File: src/rtl/s1_cache_pkg.sv
// s1_cache_pkg: shared defaults, FSM state type and index/tag width helpers for the S1 read cache
package s1_cache_pkg;

    localparam int ADDR_W_DEF = 12;
    localparam int DATA_W_DEF = 16;
    localparam int LINES_DEF  = 16;

    typedef enum logic [1:0] {IDLE, MEM, RESP} state_t;

    function automatic int idx_w(input int lines);
        return $clog2(lines);
    endfunction

    function automatic int tag_w(input int addr_w, input int lines);
        return addr_w - $clog2(lines);
    endfunction

endpackage

File: src/rtl/s1_cache_lines.sv
// s1_cache_lines: direct-mapped valid/tag/data storage with combinational lookup, one write port and flush-all
module s1_cache_lines
    import s1_cache_pkg::*;
#(
    parameter int LINES  = LINES_DEF,
    parameter int ADDR_W = ADDR_W_DEF,
    parameter int DATA_W = DATA_W_DEF
) (
    input  logic              clk,
    input  logic              rst,
    input  logic              flush,
    input  logic [ADDR_W-1:0] rd_addr,
    output logic              hit,
    output logic [DATA_W-1:0] rd_data,
    input  logic              we,
    input  logic [ADDR_W-1:0] wr_addr,
    input  logic [DATA_W-1:0] wr_data
);

    localparam int IW = idx_w(LINES);
    localparam int TW = tag_w(ADDR_W, LINES);

    logic [LINES-1:0]  valid;
    logic [TW-1:0]     tags [LINES];
    logic [DATA_W-1:0] data [LINES];
    logic [IW-1:0]     ri;
    logic [IW-1:0]     wi;

    assign ri      = rd_addr[IW-1:0];
    assign wi      = wr_addr[IW-1:0];
    assign hit     = valid[ri] && (tags[ri] == rd_addr[ADDR_W-1:IW]);
    assign rd_data = data[ri];

    // valid bits: cleared by reset or flush, set when a line is filled or updated
    always_ff @(posedge clk or posedge rst) begin
        if (rst) begin
            valid <= '0;
        end else begin
            if (flush)
                valid <= '0;
            if (we)
                valid[wi] <= 1'b1;
        end
    end

    // tag and data payload need no reset since valid gates every use
    always_ff @(posedge clk) begin
        if (we) begin
            tags[wi] <= wr_addr[ADDR_W-1:IW];
            data[wi] <= wr_data;
        end
    end

endmodule

File: src/rtl/s1_read_cache.sv
// s1_read_cache: direct-mapped write-through single-word-line cache between S1 and memory; S1_CACHE_STATS_EN adds hit/miss counters
module s1_read_cache
    import s1_cache_pkg::*;
#(
    parameter int LINES  = LINES_DEF,
    parameter int ADDR_W = ADDR_W_DEF,
    parameter int DATA_W = DATA_W_DEF
) (
    input  logic              clk,
    input  logic              rst,
    input  logic [ADDR_W-1:0] inputAddress,
    input  logic [DATA_W-1:0] inputWdata,
    input  logic              inputWnR,
    input  logic              inputSelect,
    output logic [DATA_W-1:0] outputRdata,
    output logic              outputValid,
    input  logic              inputFlush,
    output logic [ADDR_W-1:0] outputAddress,
    output logic [DATA_W-1:0] outputWdata,
    output logic              outputWnR,
    output logic              outputSelect,
    input  logic [DATA_W-1:0] inputRdata,
    input  logic              inputValid
`ifdef S1_CACHE_STATS_EN
    ,
    output logic [15:0]       outputHitCount,
    output logic [15:0]       outputMissCount
`endif
);

    state_t            state;
    logic              flush_pend;
    logic              do_flush;
    logic              hit;
    logic              we;
    logic              hit_done;
    logic              miss_done;
    logic [ADDR_W-1:0] lk_addr;
    logic [DATA_W-1:0] lk_data;
    logic [DATA_W-1:0] wr_data;

    // a flush only takes effect at an IDLE edge, whether fresh or left pending from a busy state
    assign do_flush  = (state == IDLE) && (inputFlush || flush_pend);
    assign lk_addr   = (state == IDLE) ? inputAddress : outputAddress;
    assign hit_done  = (state == IDLE) && inputSelect && !inputWnR && hit && !do_flush;
    assign miss_done = (state == MEM) && inputValid && !outputWnR;
    assign we        = (state == MEM) && inputValid && (!outputWnR || hit);
    assign wr_data   = outputWnR ? outputWdata : inputRdata;

    s1_cache_lines #(
        .LINES  (LINES),
        .ADDR_W (ADDR_W),
        .DATA_W (DATA_W)
    ) u_lines (
        .clk     (clk),
        .rst     (rst),
        .flush   (do_flush),
        .rd_addr (lk_addr),
        .hit     (hit),
        .rd_data (lk_data),
        .we      (we),
        .wr_addr (outputAddress),
        .wr_data (wr_data)
    );

    // request FSM; the captured request lives directly in the memory-side output registers
    always_ff @(posedge clk or posedge rst) begin
        if (rst) begin
            state         <= IDLE;
            flush_pend    <= 1'b0;
            outputValid   <= 1'b0;
            outputSelect  <= 1'b0;
            outputWnR     <= 1'b0;
            outputAddress <= '0;
            outputWdata   <= '0;
            outputRdata   <= '0;
        end else begin
            case (state)
                IDLE: begin
                    flush_pend <= 1'b0;
                    if (inputSelect) begin
                        outputAddress <= inputAddress;
                        outputWdata   <= inputWdata;
                        outputWnR     <= inputWnR;
                        if (hit_done) begin
                            outputRdata <= lk_data;
                            outputValid <= 1'b1;
                            state       <= RESP;
                        end else begin
                            outputSelect <= 1'b1;
                            state        <= MEM;
                        end
                    end
                end
                MEM: begin
                    flush_pend <= flush_pend | inputFlush;
                    if (inputValid) begin
                        outputSelect <= 1'b0;
                        outputValid  <= 1'b1;
                        state        <= RESP;
                        if (!outputWnR)
                            outputRdata <= inputRdata;
                    end
                end
                RESP: begin
                    flush_pend  <= flush_pend | inputFlush;
                    outputValid <= 1'b0;
                    state       <= IDLE;
                end
                default: state <= IDLE;
            endcase
        end
    end

`ifdef S1_CACHE_STATS_EN
    // saturating counters of completed reads, bumped on the transition into RESP
    always_ff @(posedge clk or posedge rst) begin
        if (rst) begin
            outputHitCount  <= '0;
            outputMissCount <= '0;
        end else begin
            if (hit_done && outputHitCount != 16'hFFFF)
                outputHitCount <= outputHitCount + 16'd1;
            if (miss_done && outputMissCount != 16'hFFFF)
                outputMissCount <= outputMissCount + 16'd1;
        end
    end
`endif

endmodule

File: config.mk
export PLATFORM = sky130hd
export DESIGN_NAME = s1_read_cache
export DESIGN_NICKNAME = d
export VERILOG_FILES = /design/src/rtl/s1_cache_pkg.sv /design/src/rtl/s1_cache_lines.sv /design/src/rtl/s1_read_cache.sv
export SDC_FILE = /design/constraint.sdc
export NUM_CORES = 1
export LEC_CHECK = 0
export ABC_AREA = 1
export BUFFER_PORTS_ARGS = -buffer_cell sky130_fd_sc_hd__buf_2
export CORE_MARGIN = 5
export CORE_UTILIZATION = 55
export CTS_BUF_LIST = sky130_fd_sc_hd__clkbuf_4 sky130_fd_sc_hd__clkbuf_8
export DETAILED_ROUTE_END_ITERATION = 8
export GPL_ROUTABILITY_DRIVEN = 0
export GPL_TIMING_DRIVEN = 1
export PLACE_DENSITY_LB_ADDON = 0.15
export SYNTH_ARGS = -nofsm -noshare
export SYNTH_HDL_FRONTEND = slang
export SYNTH_HIERARCHICAL = 1
export SYNTH_SLANG_ARGS = --single-unit
File: constraint.sdc
create_clock -name clk -period 13.7 [get_ports clk]
set_clock_uncertainty 0.1 [all_clocks]
set_input_delay 0.685 -clock clk [delete_from_list [all_inputs] [get_ports clk]]
set_output_delay 0.685 -clock clk [all_outputs]
set_load 0.005 [all_outputs]
# [Word-level counts from Yosys, hierarchy flattened]
# Memories as Yosys holds them, arrays and structs flattened.
# Cells that the tools add are included.
[op_classes] mux=28 reduce_logical=24 bitwise=2 order_cmp=3 n_eq_ne=8
[op_table] op="16-bit two-way mux" count=7
[op_table] op="16-bit one-hot mux with 2 select lines" count=1
[op_table] op="16-bit bitwise OR" count=1
[op_table] op="12-bit two-way mux" count=1
[op_table] op="4-bit by 5-bit < comparator with 1-bit output, second input constant" count=2
[op_table] op="1-bit two-way mux" count=10
[op_table] op="2-bit inequality test, second input constant" count=5
[op_table] op="1-bit logical AND" count=9
[op_table] op="8-bit == test" count=1
[op_table] op="4-bit AND reduction" count=2
[op_table] op="2-bit two-way mux" count=3
[op_table] op="5-bit AND reduction" count=1
[op_table] op="1-bit binary-select mux with 4-bit select" count=1
[op_table] op="1-bit demux with 4-bit select" count=1
[op_table] op="4-bit by 1-bit >= comparator with 1-bit output, second input constant" count=1
[op_table] op="1-bit one-hot mux with 2 select lines" count=2
[op_table] op="2-bit one-hot mux with 2 select lines" count=1
[op_table] op="2-bit AND reduction" count=2
[op_table] op="2-bit nonzero test" count=2
[op_table] op="1-bit logical NOT" count=3
[op_table] op="1-bit one-hot mux with 3 select lines" count=1
[op_table] op="3-bit nonzero test" count=1
[op_table] op="2-bit by 1-bit == test with 1-bit output, second input constant" count=1
[op_table] op="2-bit == test, second input constant" count=1
[op_table] op="4 further kinds" count=5
[word_totals] output_inout_bits=47 memories=2 reg_bits=66 word_cells=76 ram_bits=384
[mem_list] name="u_lines.data" words=16 word_bits=16 read_ports=1 rd_clocked_by_memory_dff=0 write_ports=1 line="s1_cache_lines.sv:25" text="logic [DATA_W-1:0] data [LINES];"
[mem_list] name="u_lines.tags" words=16 word_bits=8 read_ports=1 rd_clocked_by_memory_dff=0 write_ports=1 line="s1_cache_lines.sv:24" text="logic [TW-1:0] tags [LINES];"

# [Logic depth before layout (Yosys ltp)]
# Gate-level depths: netlist (run 1).
[logic_depth] depth_word=10 mapped_depth=25

# [By module]
# The synthesis (run 1) kept the hierarchy.
[by_module_without_submodules] mod="s1_cache_lines" instances=1 cells_per_inst=1284 area_each_um2=16230.6 seq_area_each_um2=11931.4
[by_module_without_submodules] mod="s1_read_cache" instances=1 cells_per_inst=322 area_each_um2=2631.3 seq_area_each_um2=1251.2

# [Least setup slack after synthesis (run 1)]
# No wires, ideal clock.
[synth_timing] path_type="reg2reg" from="reg state[0]" to="mem u_lines/data[10][0] in the netlist's numbering (enable)" arrival_ns=3.922 setup_time_ns=0.405 slack_ns=9.273 path_stages_with_launch=22 cell_sequence="dfrtp_1 inv_1 ha_1 buf_6 clkbuf_1 a21oi_1 buf_6 buf_12 buf_8 nand2_1 o211ai_2 o211ai_1 nand3_1 nand2_1 nand2_1 nand2_1 nand3_1 nor2_1 o21ai_0 nor2_1 nand3_1 nor2_1"
[synth_via] elab_chain_len=9 elab_cells_between_ends=13 cone_classes="eq/ne (2); mux (5); reduce/logical (5); memory (1)"
[synth_lines] element="from (decl)" line="s1_read_cache.sv:31" text="state_t state;"
[synth_lines] element="from (signal assigned)" line="s1_read_cache.sv:69" text="state <= IDLE;"
[synth_lines] element="from (signal assigned)" line="s1_read_cache.sv:88" text="state <= RESP;"
[synth_lines] element="from (signal assigned)" line="s1_read_cache.sv:91" text="state <= MEM;"
[synth_lines] element="2-bit logical NOT *" line="s1_read_cache.sv:44" text="assign lk_addr = (state == IDLE) ? inputAddress : outputAddress;"
[synth_lines] element="12-bit two-way mux *" line="s1_read_cache.sv:44"
[synth_lines] element="via lk_addr[0]" line="s1_read_cache.sv:38" text="logic [ADDR_W-1:0] lk_addr;"
[synth_lines] element="memory 16 x 8 bit / 1-bit binary-select mux with 4-bit select (equally long branches)"
[synth_lines] element="8-bit == test / 1-bit two-way mux (equally long branches)" line="s1_cache_lines.sv:31" text="assign hit = valid[ri] && (tags[ri] == rd_addr[ADDR_W-1:IW]);"
[synth_lines] element="1-bit logical AND *" line="s1_cache_lines.sv:31"
[synth_lines] element="via hit" line="s1_read_cache.sv:34" text="logic hit;"
[synth_lines] element="1-bit logical OR *" line="s1_read_cache.sv:47" text="assign we = (state == MEM) && inputValid && (!outputWnR || hit);"
[synth_lines] element="1-bit logical AND *" line="s1_read_cache.sv:47"
[synth_lines] element="via we" line="s1_read_cache.sv:35" text="logic we;"
[synth_lines] element="1-bit two-way mux *" line="s1_cache_lines.sv:48" text="if (we) begin"
[synth_lines] element="1-bit two-way mux (implied by the code) *" line="s1_cache_lines.sv:50" text="data[wi] <= wr_data;"
[synth_lines] element="to (decl)" line="s1_cache_lines.sv:25"
# Mark *: on every way through the listed nets, which the timed path passes. The rest lies on a longest branch. The select of a mux whose other input is x is not followed.

# [Worst setup path after layout (run 1)]
[layout_timing] from="reg state[1]" to="mem u_lines/tags[11][1] in the netlist's numbering (enable)"
[layout_via] elab_chain_len=9 elab_cells_between_ends=13 cone_classes="eq/ne (2); mux (5); reduce/logical (5); memory (1)"
[layout_lines] element="2-bit logical NOT *" line="s1_read_cache.sv:44"
[layout_lines] element="12-bit two-way mux *" line="s1_read_cache.sv:44"
[layout_lines] element="via lk_addr[1]" line="s1_read_cache.sv:38"
[layout_lines] element="memory 16 x 8 bit / 1-bit binary-select mux with 4-bit select (equally long branches)"
[layout_lines] element="8-bit == test / 1-bit two-way mux (equally long branches)" line="s1_cache_lines.sv:31"
[layout_lines] element="1-bit logical AND *" line="s1_cache_lines.sv:31"
[layout_lines] element="via hit" line="s1_read_cache.sv:34"
[layout_lines] element="1-bit logical OR *" line="s1_read_cache.sv:47"
[layout_lines] element="1-bit logical AND *" line="s1_read_cache.sv:47"
[layout_lines] element="via we" line="s1_read_cache.sv:35"
[layout_lines] element="1-bit two-way mux *" line="s1_cache_lines.sv:48"
[layout_lines] element="1-bit two-way mux (implied by the code) *" line="s1_cache_lines.sv:49" text="tags[wi] <= wr_addr[ADDR_W-1:IW];"
[layout_lines] element="to (decl)" line="s1_cache_lines.sv:24"
# Marks and branches as above.

==> results of run 1 <==
-- where the power goes --
| group | total, mW | switching (mW) | leakage [nW] | internal (mW) |
|---|---|---|---|---|
| combinational | 2.18 | 1.56 | 2.92 | 0.626 |
| clock | 1.17 | 0.526 | 0.757 | 0.642 |
| sequential | 1.91 | 0.129 | 4.27 | 1.79 |
-- final cells by class --
| type | count | area, um2 |
|---|---|---|
| tap | 448 | 561 |
| clock inverter | 38 | 282 |
| fill | 2645 | 12600 |
| inverter | 113 | 427 |
| sequential | 450 | 13200 |
| clock buffer | 96 | 1180 |
| multi-input combinational | 941 | 4770 |
| timing repair buffer | 119 | 666 |
-- metrics by stage --
step                cell area, um2  hold slack (ns)  cells
floorplan                    18900            0.364   1606
global placement             19600            0.354   2071
detailed placement           19600            0.358   2071
CTS                          21100           0.0799   2205
global route                 21100            0.144   2205
finish                       21100            0.103   2205
-- logic make-up (layout without fill, tap and decap cells) --
logic type	after synthesis	count (layout)	synth area share, %
compound gates	312	312	9.85
buf+inv	215	366	5.67
fa+ha+maj	5	5	0.332
simple gates	608	608	13.3
flops	450	450	69.9
mux	16	16	0.955
-- Yosys cell counts --
master,instances
sky130_fd_sc_hd__ha_1,5
sky130_fd_sc_hd__o211ai_2,2
sky130_fd_sc_hd__buf_8,1
sky130_fd_sc_hd__a31oi_1,1
sky130_fd_sc_hd__nor2_2,2
sky130_fd_sc_hd__buf_4,10
sky130_fd_sc_hd__buf_2,26
sky130_fd_sc_hd__nor3_4,1
sky130_fd_sc_hd__inv_2,3
sky130_fd_sc_hd__o21ai_0,169
sky130_fd_sc_hd__nor2_4,1
sky130_fd_sc_hd__o21ai_1,24
sky130_fd_sc_hd__buf_1,2
sky130_fd_sc_hd__nand3b_1,3
sky130_fd_sc_hd__mux2_2,16
sky130_fd_sc_hd__dfrtp_1,66
sky130_fd_sc_hd__o211ai_1,20
sky130_fd_sc_hd__a21oi_1,16
sky130_fd_sc_hd__nand2_2,3
sky130_fd_sc_hd__clkbuf_1,40
sky130_fd_sc_hd__inv_1,110
sky130_fd_sc_hd__nor2_1,204
sky130_fd_sc_hd__o22ai_1,28
sky130_fd_sc_hd__buf_12,1
sky130_fd_sc_hd__o221ai_1,52
sky130_fd_sc_hd__nand2_4,2
sky130_fd_sc_hd__nand3_2,2
sky130_fd_sc_hd__nand2_1,266
sky130_fd_sc_hd__edfxtp_1,384
sky130_fd_sc_hd__buf_6,22
sky130_fd_sc_hd__nand3_1,124
-- routing by layer --
metal  vias up  GRT usage (%)  share of wire (%)  wire (um)
met2       505           40.2                 49      23200
met5         -              0                  0          0
met3       106           3.95                6.4       3060
met4         0           10.2                4.0       1900
met1      6227           33.9                 41      19400
li1       5875              -                  -          -
-- layout by cell type, fill, tap and decap left out, drive strengths merged --
cell	count
edfxtp	384
clkbuf	96
nand3b	3
mux2	16
clkinv	28
inv	115
o21ai	193
nand3	126
nor2	207
ha	5
nor3	1
dfrtp	66
bufinv	4
o22ai	28
nand2	271
o221ai	52
buf	119
clkinvlp	4
o211ai	22
a21oi	16
a31oi	1
-- worst paths after layout --
check                           slack (ns)  depth (start not counted)                             to                         from
worst max-delay path                  7.37                         20  u_lines/tags[11][1]$_DFFE_PP_         state[1]$_DFFE_PP0P_
worst min-delay path                  0.10                          2     u_lines/valid[4]$_DFF_PP0_                          rst
worst max register to register        7.37                         20  u_lines/tags[11][1]$_DFFE_PP_         state[1]$_DFFE_PP0P_
worst min register to register        0.37                          2    outputRdata[12]$_DFFE_PP0P_  outputRdata[12]$_DFFE_PP0P_
max in group asynchronous            12.50                          2     outputRdata[2]$_DFFE_PP0P_                          rst
min in group clk                      0.20                          2     outputWdata[6]$_DFFE_PP0N_                inputWdata[6]
-- registers in the layout, summed over array words and instances, names as in the netlist --
| name | count |
|---|---|
| flush_pend | 1 |
| outputAddress | 12 |
| outputRdata | 16 |
| outputSelect | 1 |
| outputValid | 1 |
| outputWdata | 16 |
| outputWnR | 1 |
| state | 2 |
| u_lines/data | 256 |
| u_lines/tags | 128 |
| u_lines/valid | 16 |
==> impl_summary.log, run 1 <==
[metrics] WS Path Type: reg2reg
[metrics] ratio of cells with drive above 1 in the final layout: 16.1%
[metrics] family with the most delay on the worst path: simple AND/OR/NAND/NOR gates
[metrics] Slew HR: 24.2%
[metrics] worst-path cell chain: inv_1 > ha_1 > buf_4 > nor2_1 > a21oi_4 > buf_4 > inv_2 > buf_4 > nand3_1 > nand3_1 > nand3_1 > nand3_1 > nand2_1 > nor2_1 > nand3_1 > nor2_1 > o21ai_0 > nor2_1 > nand3_1 > nor2_4
[metrics] max-slew violation total from the final report: 0
[metrics] synthesized netlist net count: 1661
[metrics] via count of the first global-routing pass: 12400
[metrics] cell type contributing the most total cell area after synthesis: sky130_fd_sc_hd__edfxtp_1
[metrics] Max FO, Critical Path: 60
[metrics] all-layer global routing usage: 24.8%
[metrics] Root Buffer Master: sky130_fd_sc_hd__clkbuf_8
[metrics] cell count after synthesis: 1606
[metrics] horizontal die dimension: 195 um
[metrics] CP bufs+invs: 5
[metrics] global-route wire length before repair: 73.5 mm
[metrics] detail-routed net length per standard cell: 21.6 um
[metrics] top-level I/O count: 97
[metrics] antenna violation net count after detailed routing: 0
[metrics] final-stage net count: 1753
[metrics] routed vias: 12700
[metrics] Final TNS setup: 0 ns
[metrics] register bit count reported by yosys: 450
[metrics] RSZ-0062 raised after global routing: no
[metrics] buffer count from post-CTS setup fixing: 0
[metrics] final critical delay including setup and external delays: 6.33 ns
[metrics] CP Launch Type: flop
[metrics] worst slew pin tran: 1.13 ns
[metrics] worst min path class: in2async
[metrics] Worst Setup Slack, final: 7.37 ns
[metrics] number of endpoints failing setup at the final stage: 0
[metrics] antenna cells: 0
[metrics] cts repair resizes: 0
[metrics] maximum operating frequency: 158 MHz
[metrics] area enclosed by the die boundary: 0.0381 mm2
[metrics] clock latency of the later-clocked register in the worst-skew pair: 0.61 ns
[metrics] initial core utilization: 56.0%
[metrics] top-area cell type share of the netlist area: 61.1%
[metrics] power density over the cells: 250 mW/mm2
[metrics] pre-CTS setup slack: 7.34 ns
[metrics] layout-stage area growth over the synthesis result: 11.7%
[metrics] total standard cell area after synthesis: 0.0189 mm2
[metrics] core occupancy in the finished layout: 62.5%
[metrics] endpoint arrival time on the critical path: 6.45 ns
[metrics] # DRC: 0
[metrics] half-perimeter wire length of the detailed placement result: 27.2 mm
[metrics] total congestion overflow: 0
[metrics] pin count of the biggest net entering global routing: 211
[metrics] run status: finished, final reports clean
[metrics] cts bufs inserted: 73
[metrics] die boundary height: 195 um
[metrics] average cell area after synthesis: 11.7 um2
[metrics] routed vias/inst: 5.77
[metrics] data required time at the worst endpoint: 13.82 ns
[metrics] initial antenna violation count: 0
[metrics] core area: 0.0337 mm2
[metrics] sequential cell area fraction in the yosys report: 69.9%
[metrics] overall routed net length: 47.5 mm
[metrics] CTS clock-pin slew for the worst setup and hold paths: 0.06 ns
[metrics] number of detailed-routing iterations run before antenna repair: 5
[metrics] max-cap violations: 0
[metrics] Final Hold Viols: 0
[metrics] number of buffers inserted by port buffering: 96
[metrics] crit-path most repeated cell: sky130_fd_sc_hd__nand3_1
[metrics] largest stage delay on the critical path: 0.90 ns
[metrics] TritonCTS Sinks: 450
[metrics] Worst VDD drop: 0.210 mV
[metrics] reported leakage power: 7.95 nW
[metrics] CTS H-tree lvls: 3
[metrics] number of warnings reported in the yosys synthesis log: 6
[metrics] cell with the biggest individual delay on the critical path: sky130_fd_sc_hd__nor2_4
[metrics] count of hold-fix buffers inserted at cts: 0
[metrics] TritonCTS clock tree: done
[metrics] ratio of final minimum period to clock period: 46.2%
[metrics] number of distinct library cells after synthesis: 31
[metrics] placement row count: 67
[metrics] violation count after the first detailed-routing iteration: 1191
[metrics] buffers from clock root to sink, at most: 3
[metrics] dominant cells by area after synthesis: sky130_fd_sc_hd__edfxtp_1, sky130_fd_sc_hd__dfrtp_1, sky130_fd_sc_hd__nand2_1, sky130_fd_sc_hd__o21ai_0, sky130_fd_sc_hd__nor2_1
[metrics] total power: 5.27 mW
[metrics] kind of capture point of the worst setup path: flop
No activity file was read; power rests on OpenSTA's default activity.
==> run 2, diff against run 1 <==
clock period = 5.41 ns   (was 13.7 ns; I/O delays follow)
==> impl_summary.log, run 2 (same netlist as run 1, synthesis figures left out) <==
[metrics] total of fill cells in the finished design: 2635
[metrics] area enclosed by the die boundary: 0.0381 mm2
[metrics] antenna violation net count after detailed routing: 0
[metrics] global-route wire length before repair: 73.6 mm
[metrics] combinational group share of total power: 42.6%
[metrics] TritonCTS Sinks: 450
[metrics] Worst VDD drop: 0.454 mV
[metrics] detail-routed net length per standard cell: 20.9 um
[metrics] cts repair resizes: 0
[metrics] largest stage delay on the critical path: 0.73 ns
[metrics] commonest cells after routing, fill and taps aside: sky130_fd_sc_hd__edfxtp_1, sky130_fd_sc_hd__nand2_1, sky130_fd_sc_hd__nor2_1
[metrics] switching part of the total power: 41.4%
[metrics] kind of capture point of the worst setup path: flop
[metrics] WS Path Type: reg2reg
[metrics] non-filler cells in the finished layout: 2277
[metrics] routed vias/inst: 5.71
[metrics] power density over the cells: 613 mW/mm2
[metrics] register containing the most flip-flops in the final layout: u_lines/data
[metrics] count of cells along the worst register-to-register path: 20
[metrics] cts bufs inserted: 72
[metrics] terminus of the critical flop-to-flop path: u_lines/data[11][11]$_DFFE_PP_
[metrics] Worst Setup Slack, final: 0.574 ns
[metrics] CTS clock-pin slew for the worst setup and hold paths: 0.06 ns
[metrics] ratio of final minimum period to clock period: 89.4%
[metrics] sequential power share: 36.1%
[metrics] initial core utilization: 56.0%
[metrics] Final Hold Viols: 0
[metrics] worst slew pin tran: 0.932 ns
[metrics] Min-Delay Path Depth: 5
[metrics] worst-path cell chain: inv_1 > ha_1 > nor2_1 > a21oi_4 > inv_4 > buf_4 > nand2_1 > nand2_1 > nand2_1 > nand3_1 > nand3_1 > nand3_1 > nand2_1 > nor2_1 > nand3_1 > nor2_1 > o21ai_0 > nor2_1 > nand3_1 > nor2_4
[metrics] buffer count from post-CTS setup fixing: 0
[metrics] layout-stage area growth over the synthesis result: 15.3%
[metrics] data required time at the worst endpoint: 5.52 ns
[metrics] all-layer global routing usage: 24.7%
[metrics] Final TNS setup: 0 ns
[metrics] Slew HR: 37.9%
[metrics] routed vias: 13000
[metrics] number of placed cells counting well taps: 2103
[metrics] max-slew violation total from the final report: 0
[metrics] RSZ-0062 raised after global routing: no
[metrics] Max FO, Critical Path: 55
[metrics] register-to-register path setup slack: 0.57 ns
[metrics] end point of the worst hold path: state[1]$_DFFE_PP0P_
[metrics] clock latency of the later-clocked register in the worst-skew pair: 0.59 ns
[metrics] Final Cell Area: 0.0217 mm2
[metrics] # DRC: 0
[metrics] Power Internal: 7.82 mW
[metrics] core area: 0.0337 mm2
[metrics] Placed Instance Area: 0.0199 mm2
[metrics] pre-CTS setup slack: 0.683 ns
[metrics] overall routed net length: 47.6 mm
[metrics] count of hold-fix buffers inserted at cts: 48
[metrics] cell with the biggest individual delay on the critical path: sky130_fd_sc_hd__nor2_4
[metrics] total congestion overflow: 0
[metrics] max-cap violations: 0
[metrics] die boundary height: 195 um
[metrics] proportion of power drawn by the clock network: 21.4%
[metrics] crit-path most repeated cell: sky130_fd_sc_hd__nand3_1
[metrics] Root Buffer Master: sky130_fd_sc_hd__clkbuf_8
[metrics] worst min path class: in2reg
[metrics] CTS H-tree lvls: 3
[metrics] Min Hold Slack: 0.0754 ns
[metrics] final critical delay including setup and external delays: 4.84 ns
[metrics] reported leakage power: 8.30 nW
[metrics] half-perimeter wire length of the detailed placement result: 27.8 mm
[metrics] ratio of cells with drive above 1 in the final layout: 17.2%
[metrics] core occupancy in the finished layout: 64.5%
[metrics] pin count of the biggest net entering global routing: 129
[metrics] buffers from clock root to sink, at most: 3
[metrics] final-stage net count: 1832
[metrics] number of buffers inserted by port buffering: 96
[metrics] TritonCTS clock tree: done
[metrics] initial antenna violation count: 0
[metrics] run status: finished, final reports clean
[metrics] power dissipated by switching net loads: 5.52 mW
[metrics] Largest register FFs: 256
[metrics] endpoint arrival time on the critical path: 4.94 ns
[metrics] horizontal die dimension: 195 um
[metrics] leading cell type in the layout, fill and taps excluded: sky130_fd_sc_hd__edfxtp_1
[metrics] CP Launch Type: flop
[metrics] antenna cells: 0
[metrics] number of detailed-routing iterations run before antenna repair: 5
[metrics] number of endpoints failing setup at the final stage: 0
[metrics] launch point of the worst reg-to-reg path: state[0]$_DFFE_PP0P_
[metrics] via count of the first global-routing pass: 12900
[metrics] violation count after the first detailed-routing iteration: 1195
[metrics] worst hold start: inputValid
[metrics] top-level I/O count: 97
[metrics] placement row count: 67
[metrics] maximum operating frequency: 207 MHz
[metrics] total power: 13.3 mW
[metrics] Regs by FF count: u_lines/data: 256 flops, u_lines/tags: 128 flops
-- run 2: worst max-delay path, delay by kind of cell (launching register included) --
kind	cells	cell delay, ns
and+or+nand+nor	14	2.56
adders and majority gates	1	0.27
DFF	1	0.41
buffers and inverters	3	0.81
AOI/OAI and AO/OA	2	0.24
-- run 2: final cells by class --
class	instances	area, um2	share of cell area (%)
timing repair buffer	199	1400	6.43
multi-input combinational	941	4770	22.0
tap	448	561	2.58
sequential	450	13200	60.6
inverter	113	427	1.96
clock buffer	105	1260	5.81
clock inverter	21	143	0.656
-- run 2: worst max path at each step --
stage,from,to,slack (ns),cells after the start
5_1_grt,state[0]$_DFFE_PP0P_,u_lines/data[11][6]$_DFFE_PP_,0.22,20
4_1_cts,state[0]$_DFFE_PP0P_,u_lines/data[11][11]$_DFFE_PP_,0.63,20
2_1_floorplan,state[0]$_DFFE_PP0P_,u_lines/data[10][0]$_DFFE_PP_,0.98,21
6_report,state[0]$_DFFE_PP0P_,u_lines/data[11][11]$_DFFE_PP_,0.57,20
3_3_place_gp,state[0]$_DFFE_PP0P_,u_lines/data[11][10]$_DFFE_PP_,0.80,20
3_5_place_dp,state[0]$_DFFE_PP0P_,u_lines/data[11][11]$_DFFE_PP_,0.68,20
-- run 2: power by group through the flow --
stage | Clock (mW) | Combinational (mW) | Sequential [mW]
floorplan | 0 | 3.89 | 4.80
finish | 2.85 | 5.68 | 4.81
detailed placement | 0 | 5.62 | 4.88
global route | 3.07 | 6.25 | 4.85
global placement | 0 | 5.54 | 4.87
CTS | 2.91 | 5.66 | 4.81
-- run 2: layer usage --
layer | up-vias | global-route usage, % | routed length, um
met1 | 6390 | 31.5 | 19100
met2 | 498 | 42.6 | 24200
li1 | 6020 | - | -
met3 | 105 | 4.19 | 2740
met4 | 0 | 9.39 | 1630
met5 | - | 0 | 0
